$ cat src/rtl/mul_result_uart_tx.sv
`timescale 1ns/1ps
// mul_result_uart_tx
// Sends the shift-add multiplier's 2N-bit product back to the host as UART
// 8N1 frames, most-significant byte first. A transmission starts on each
// rising edge of finish_in that arrives while idle. The product is captured
// on that edge, so later input changes do not affect the frame in flight.
//
// Ports:
//   clk        system clock, rising edge
//   reset      asynchronous, active-low reset
//   finish_in  multiplier finish flag (level)
//   product_in multiplier product, valid while finish_in is high
//   tx         UART serial output, idle high
//   busy       high while a result is being transmitted
//   done       one-cycle pulse when the last stop bit of a result completes
//   overrun    sticky: a finish edge arrived while not idle
module mul_result_uart_tx #(
   parameter int unsigned N            = 8,
   parameter int unsigned CLKS_PER_BIT = 868
) (
   input  logic           clk,
   input  logic           reset,
   input  logic           finish_in,
   input  logic [2*N-1:0] product_in,
   output logic           tx,
   output logic           busy,
   output logic           done,
   output logic           overrun
);

   localparam int unsigned PW = 2 * N;
   localparam int unsigned NB = PW / 8;
   localparam int unsigned BW = $clog2(CLKS_PER_BIT);
   localparam int unsigned IW = (NB > 1) ? $clog2(NB) : 1;

   localparam logic [BW-1:0] BAUD_LAST = BW'(CLKS_PER_BIT - 1);
   localparam logic [IW-1:0] BYTE_LAST = IW'(NB - 1);

   localparam logic [1:0] S_IDLE  = 2'd0;
   localparam logic [1:0] S_START = 2'd1;
   localparam logic [1:0] S_DATA  = 2'd2;
   localparam logic [1:0] S_STOP  = 2'd3;

   logic [1:0]    state;
   logic          finish_prev;
   logic [PW-1:0] shreg;
   logic [IW-1:0] byte_idx;
   logic [2:0]    bit_idx;
   logic [BW-1:0] baud_cnt;

   logic          edge_det;
   logic          baud_end;
   logic [7:0]    cur_byte;

   assign edge_det = finish_in & ~finish_prev;
   assign baud_end = (baud_cnt == BAUD_LAST);
   // The byte being sent always sits in the top 8 bits; the register shifts
   // left by one byte after each stop bit.
   assign cur_byte = shreg[PW-1 -: 8];

   // tx is registered and updated on the same edge as the state change, so
   // each level is held for exactly CLKS_PER_BIT cycles with no glitches.
   always_ff @(posedge clk or negedge reset) begin
      if (!reset) begin
         state       <= S_IDLE;
         finish_prev <= 1'b1;
         shreg       <= '0;
         byte_idx    <= '0;
         bit_idx     <= '0;
         baud_cnt    <= '0;
         tx          <= 1'b1;
         busy        <= 1'b0;
         done        <= 1'b0;
         overrun     <= 1'b0;
      end else begin
         finish_prev <= finish_in;
         done        <= 1'b0;

         if (edge_det && (state != S_IDLE)) begin
            overrun <= 1'b1;
         end

         case (state)
            S_IDLE: begin
               if (edge_det) begin
                  shreg    <= product_in;
                  byte_idx <= '0;
                  baud_cnt <= '0;
                  tx       <= 1'b0;
                  busy     <= 1'b1;
                  state    <= S_START;
               end
            end

            S_START: begin
               if (baud_end) begin
                  baud_cnt <= '0;
                  bit_idx  <= '0;
                  tx       <= cur_byte[0];
                  state    <= S_DATA;
               end else begin
                  baud_cnt <= baud_cnt + BW'(1);
               end
            end

            S_DATA: begin
               if (baud_end) begin
                  baud_cnt <= '0;
                  if (bit_idx == 3'd7) begin
                     tx    <= 1'b1;
                     state <= S_STOP;
                  end else begin
                     bit_idx <= bit_idx + 3'd1;
                     tx      <= cur_byte[bit_idx + 3'd1];
                  end
               end else begin
                  baud_cnt <= baud_cnt + BW'(1);
               end
            end

            S_STOP: begin
               if (baud_end) begin
                  baud_cnt <= '0;
                  if (byte_idx != BYTE_LAST) begin
                     byte_idx <= byte_idx + IW'(1);
                     shreg    <= shreg << 8;
                     tx       <= 1'b0;
                     state    <= S_START;
                  end else begin
                     busy  <= 1'b0;
                     done  <= 1'b1;
                     state <= S_IDLE;
                  end
               end else begin
                  baud_cnt <= baud_cnt + BW'(1);
               end
            end

            default: begin
               tx    <= 1'b1;
               busy  <= 1'b0;
               state <= S_IDLE;
            end
         endcase
      end
   end

endmodule

$ cat config.mk
export PLATFORM = sky130hd
export DESIGN_NAME = mul_result_uart_tx
export DESIGN_NICKNAME = d
export VERILOG_FILES = /design/src/rtl/mul_result_uart_tx.sv
export SDC_FILE = /design/constraint.sdc
export NUM_CORES = 1
export LEC_CHECK = 0
export CAP_MARGIN = 30
export CORE_MARGIN = 2
export CORE_UTILIZATION = 35
export DETAILED_ROUTE_END_ITERATION = 6
export PLACE_DENSITY = 0.61
export SYNTH_ARGS = -nofsm -noshare
export SYNTH_HDL_FRONTEND = slang
export SYNTH_SLANG_ARGS = --single-unit
$ cat constraint.sdc
create_clock -name clk -period 2.1 [get_ports clk]
set_input_delay 0.21 -clock clk [delete_from_list [all_inputs] [get_ports clk]]
set_output_delay 0.21 -clock clk [all_outputs]
set_load 0.01 [all_outputs]
==> flow_summary.ini, run 1 <==
[outcome]
status = finished, violations left
failed_checks = setup timing

[floorplanning]
core-area_mm2 = 0.00541
fp.dieH_um = 78.2
core.rowCount = 27
die-area_mm2 = 0.00612
initial_core_util = 0.357
dieWidth_um = 78.2
ios = 23

[critical_path]
critPathMaxFanout = 16
ff2ff_path_depth = 6
arrival_ns = 2.30
critPathKind = reg -> reg
worst_setup_path_start_kind = flop
cp_data_required_time_ns = 2.28
worstSetupEndpointType = flop

[power]
p_leak_nw = 1.05
seqPwrFrac = 0.475
power_frac_comb = 0.036
p_per_area_mw_per_mm2 = 601
ir_drop_uv = 329
p_clk_frac = 0.488
power.internal_mw = 1.22
p_sw_mw = 0.282
swShare = 0.188

[cts]
cts_hold_buf = 0
clk_path_buf_depth = 2
path_clk_slew_ns = 0.08
cts_inserted_buffers = 5
h-tree-depth = 2
cts_setup_buffers = 0
clockRootBuffer = clkbuf_8
clock_latency_ns = 0.29
cts_sinks = 37
cts_tree = yes

[yosys]
synth_top_area_frac = 0.454
synth_cell_types = 40
synthTopCellsByCount = dfrtp_1 (35), mux2_2 (17), nand2_1 (17)
synth-edff-count = 0
synth-seq-cells = 37
syn_avg_cell_area_um2 = 11.3
yosysMostFrequentCell = dfrtp_1
synth-seq-area-share = 0.481
netlist_area_mm2 = 0.00193
synthCells = 171
syn_nets = 198
postSynth.asyncResetShare = 1.00
synth_ff_type = dfrtp_1
yosys.area.top_type = dfrtp_1
synth_warnings = 0
synth_area_leaders = dfrtp_1 (45%), mux2_2 (9.9%), a22o_1 (6.4%)

[timing]
setup_ws_ns = -0.0188
rsz0062_at_grt = yes
tightestPinTransition_ns = 0.838
final-setup-viol-count = 2
timing.final.crit_share = 1.01
hold_viol = 0
min_period_ns = 2.12
clock.fmax_ghz = 0.472
clock_skew_ns = 0.00464
drv_slew = 0
slew-limit-headroom = 0.442
finalSetupTns_ns = -0.0369

[place]
dpl_cell_area_mm2 = 0.00233
dp_hpwl_um = 2700
dp.cells = 277
pre_cts_ws_ns = -0.0618
io_buffer_count = 22
place_congestion = 0.813

[global_routing]
grt.total_usage = 0.137
use_met3 = 0.0379
grt_pass1_wl_um = 6580
grt.busiest_layer = met2
grtUsageMet2 = 0.198
antenna_found_initial = 0
grt_overflow = 0
grt_max_degree = 38
use_met1 = 0.195
grt_pass1_vias = 1409

[job]
cap_violations = 0

[final_layout]
regArea_um2 = 928
final_area_mm2 = 0.00250
area_delta_synth_final_pct = 29.6
nNetsFinal = 239
multi_input_area_um2 = 978
final_cells = 285
final_core_util = 0.463
fill_cells = 531
drive_gt1_frac = 0.268
diodes = 0

[min_path]
hold_class = in -> async

[route]
drt_iter0_markers = 73
vias = 1425
avgViaCountPerCell = 5.00
routed_wl_um = 3750
drc = 0
wl_per_cell_um = 13.2
ant_nets = 0
firstDrtPassIters = 4
[per-stage QoR]
step,power (mW),hold slack [ns]
floorplan,0.736,-0.0856
global placement,0.784,0.364
detailed placement,0.785,0.373
CTS,1.52,0.0637
global route,1.56,0.0786
finish,1.50,0.00933
[routing by layer]
layer / wire [um] / vias to the layer above
li1: - / 720
met3: 118 / 7
met4: 62 / 0
met2: 1620 / 27
met1: 1950 / 671
met5: 0 / -
[worst max-delay path: stages, from the launching register on]
cell and delay (ns):
dfrtp_1 0.36, ha_2 0.17, or4b_4 0.45, or3_4 0.39
o22ai_4 0.17, nand2_8 0.14, mux2_4 0.32
[sequential cells by signal (all words and copies together) (netlist names), 2 cells and up]
register  count
baud_cnt     10
bit_idx       3
shreg        16
state         2
[what timing repair did]
| action | 4_1_cts | 5_1_grt |
|---|---|---|
| resized for setup | 1 | 5 |
| setup endpoints to repair | 18 | 20 |
| pin swaps | 1 | 0 |
| gates cloned | 0 | 0 |
[area by class of cell]
| cell class | instances | share of cell area |
|---|---|---|
| multi-input cells | 123 | 0.391 |
| flip-flops and latches | 37 | 0.371 |
| repair buffers | 40 | 0.140 |
| well taps | 72 | 0.0360 |
| clock buffers | 5 | 0.0275 |
| clock inverters | 3 | 0.0260 |
| inverters | 5 | 0.00751 |
[cells in the final DEF (no fill, tap or decap), types with 2 or more instances in the layout]
cell type	synthesis	final
a21oi_1	6	5
inv_1	5	5
buf_4	0	18
nand2b_1	3	3
clkdlybuf4s50_1	0	21
a22o_1	14	14
nor3_1	2	2
bufinv_16	0	2
mux2i_1	2	2
mux2_4	2	2
nand2_1	17	17
o31ai_1	3	3
dfstp_2	2	2
nand3b_1	2	2
nor2_1	8	7
mux2_2	17	17
dfrtp_1	35	35
o21ai_0	12	11
nand3_1	5	5
clkbuf_8	0	5
ha_1	8	7
[cells by family (layout without fill, tap and decap cells)]
logic type | Yosys count | in the layout | share of synthesized area
AO/OA/AOI/OAI | 47 | 47 | 0.185
AND/OR/NAND/NOR | 45 | 45 | 0.119
flip-flops | 37 | 37 | 0.481
multiplexers | 21 | 21 | 0.125
buffers and inverters | 11 | 53 | 0.0292
XOR/XNOR | 2 | 2 | 0.00908
adder cells (fa/ha/maj) | 8 | 8 | 0.0519
[power by group through the flow]
stage               clock network (mW)  registers [mW]  logic [mW]
floorplan                            0           0.728     0.00800
global placement                     0           0.728      0.0564
detailed placement                   0           0.728      0.0569
CTS                              0.752           0.714      0.0574
global route                     0.786           0.714      0.0610
finish                           0.733           0.714      0.0547
[path summary, 6_finish.rpt]
| check | startpoint | endpoint | slack (ns) |
|---|---|---|---|
| max | baud_cnt[0] | shreg[15] | -0.02 |
| min | reset | bit_idx[1] | 0.009 |
| max reg2reg | baud_cnt[0] | shreg[15] | -0.02 |
| min reg2reg | overrun | overrun | 0.48 |
| max in group asynchronous | reset | shreg[4] | 1.56 |
| min in group clk | finish_in | finish_prev | 0.35 |
Note: power is estimated with default switching activity, not from simulation.
==> run 2, diff against run 1 <==
--- a/config.mk
+++ b/config.mk
@@ -5,11 +5,12 @@
 export SDC_FILE = /design/constraint.sdc
 export NUM_CORES = 1
 export LEC_CHECK = 0
+export ABC_AREA = 1
 export CAP_MARGIN = 30
 export CORE_MARGIN = 2
 export CORE_UTILIZATION = 35
 export DETAILED_ROUTE_END_ITERATION = 6
-export PLACE_DENSITY = 0.61
+export PLACE_DENSITY = 0.59
 export SYNTH_ARGS = -nofsm -noshare
 export SYNTH_HDL_FRONTEND = slang
 export SYNTH_SLANG_ARGS = --single-unit
==> constraint.sdc (replaced) <==
create_clock -name clk -period 2.7 [get_ports clk]
set_input_delay 0.27 -clock clk [delete_from_list [all_inputs] [get_ports clk]]
set_output_delay 0.27 -clock clk [all_outputs]
set_load 0.01 [all_outputs]
==> flow_summary.ini, run 2 <==
[outcome]
status = completed

[power]
swShare = 0.217
p_clk_frac = 0.386
power_frac_comb = 0.038
power.internal_mw = 0.756
p_per_area_mw_per_mm2 = 417
p_leak_nw = 1.16
power.total_mw = 0.965
ir_drop_uv = 257
seqPwrFrac = 0.576
p_sw_mw = 0.209

[global_routing]
grt_max_degree = 38
grt_pass1_wl_um = 6960
grt_pass1_vias = 1525
grt_overflow = 0
antenna_found_initial = 0
grt.total_usage = 0.142

[critical_path]
cp_data_required_time_ns = 2.88
worst_setup_path_start_kind = flop
critPathKind = reg -> reg
critPathMaxFanout = 16
ff2ff_path_depth = 8
worstSetupEndpointType = flop
arrival_ns = 2.15

[timing]
clock.fmax_ghz = 0.508
finalSetupTns_ns = 0
min_period_ns = 1.97
clock_skew_ns = 0.00865
timing.final.crit_share = 0.730
slew-limit-headroom = 0.445
rsz0062_at_grt = no
final-setup-viol-count = 0
tightestPinTransition_ns = 0.832
drv_slew = 0
hold_viol = 0

[cts]
clockRootBuffer = clkbuf_8
clock_latency_ns = 0.29
cts_inserted_buffers = 5
cts_tree = yes
cts_sinks = 37
h-tree-depth = 2
path_clk_slew_ns = 0.07
clk_path_buf_depth = 2
cts_setup_buffers = 0
ctsResizeCount = 0
cts_hold_buf = 0

[yosys]
syn_nets = 273
synthTopCellsByCount = nand2_1 (99), dfrtp_1 (35), nand3_1 (29)
synth_warnings = 0
postSynth.asyncResetShare = 1.00
yosysMostFrequentCell = nand2_1
synth-edff-count = 0
yosys.area.top_type = dfrtp_1
synth-seq-area-share = 0.470
synth_ff_type = dfrtp_1
synth_cell_types = 30
synthCells = 246
synth_area_leaders = dfrtp_1 (44%), nand2_1 (19%), nand3_1 (7.3%)
synth-seq-cells = 37
netlist_area_mm2 = 0.00198
synth_top_area_frac = 0.443
syn_avg_cell_area_um2 = 8.03

[final_layout]
final_cell_mix = nand2_1 (99), dfrtp_1 (35), nand3_1 (29), clkdlybuf4s50_1 (21), inv_1 (16)
mostFrequentLayoutCell = nand2_1
diodes = 0
regMostFlops = shreg
drive_gt1_frac = 0.0846
area_delta_synth_final_pct = 17.2
nNetsFinal = 298
top_regs = shreg (16), baud_cnt (10), bit_idx (3)
largest_reg_flops = 16

[floorplanning]
ios = 23
core.rowCount = 27
initial_core_util = 0.361
core-area_mm2 = 0.00547
dieWidth_um = 79.1
fp.dieH_um = 79.1
die-area_mm2 = 0.00626

[route]
avgViaCountPerCell = 4.69
routed_wl_um = 4010
drc = 0
vias = 1613
drt_iter0_markers = 96
wl_per_cell_um = 11.6
firstDrtPassIters = 4
ant_nets = 0

[job]
cap_violations = 0

[place]
io_buffer_count = 22
place_congestion = 0.815
dp_hpwl_um = 2930

[min_path]
hold_class = in -> async
-- run 2: cell types whose count changed after synthesis, sizes merged, moves of 3 or more --
cell and delta:
inv +13, mux2 -19, clkbuf -4, nand2b -3, nand3 +26, buf +4
a22o -13, o31ai -3, o21ai +3, nand2 +83, a21oi -3
-- run 2: metal layers --
metal	track usage	vias up	share of wire
met5	0	-	0
met4	0.0517	0	0.016
met3	0.0341	5	0.028
met2	0.216	23	0.45
met1	0.195	744	0.51
li1	-	841	-
-- run 2: cell type report --
cell class,instances,area (um2)
fillers,592,3160
flip-flops and latches,37,928
multi-input cells,184,912
repair buffers,24,230
well taps,72,90.1
clock buffers,6,72.6
inverters,19,71.3
clock inverters,2,10.0
-- run 2: logic make-up after synthesis --
family | Yosys count | synth area share
and+or+nand+nor | 148 | 0.322
DFF | 37 | 0.470
buffers and inverters | 25 | 0.0684
AOI/OAI and AO/OA | 23 | 0.0671
adders and majority gates | 8 | 0.0507
xor gates and xnor gates | 5 | 0.0222
-- run 2: final timing paths --
path,from,end,slack [ns]
setup / recovery,state[0],shreg[3],0.73
hold / removal,reset,overrun,0.08
setup reg to reg,state[0],shreg[3],0.73
hold reg to reg,overrun,overrun,0.47
max in group asynchronous,reset,shreg[8],2.10
min in group clk,finish_in,finish_prev,0.41
-- run 2: stage by stage --
step / std cells / instance area, um2 / hold slack, ns / util / worst slack, ns
floorplan: 246 / 1980 / -0.0256 / - / 1.07
global placement: 336 / 2230 / 0.414 / 0.408 / 0.683
detailed placement: 336 / 2230 / 0.427 / 0.408 / 0.620
CTS: 344 / 2310 / 0.110 / 0.423 / 0.724
global route: 344 / 2310 / 0.144 / 0.423 / 0.496
finish: 344 / 2310 / 0.0771 / 0.423 / 0.730
-- run 2: power groups by stage --
stage	clock network (mW)	registers (mW)	logic, mW
floorplan	0	0.566	0.000750
global placement	0	0.566	0.0371
detailed placement	0	0.566	0.0380
CTS	0.385	0.556	0.0381
global route	0.414	0.555	0.0415
finish	0.373	0.556	0.0367
-- run 2: critical path, stage by stage, from the launching register on --
cell     delay (ns)
dfrtp_1        0.38
inv_1          0.11
ha_1           0.30
o21ai_1        0.32
inv_2          0.17
nor2_4         0.17
nand2_2        0.21
nand2_1        0.14
nand2_1        0.05
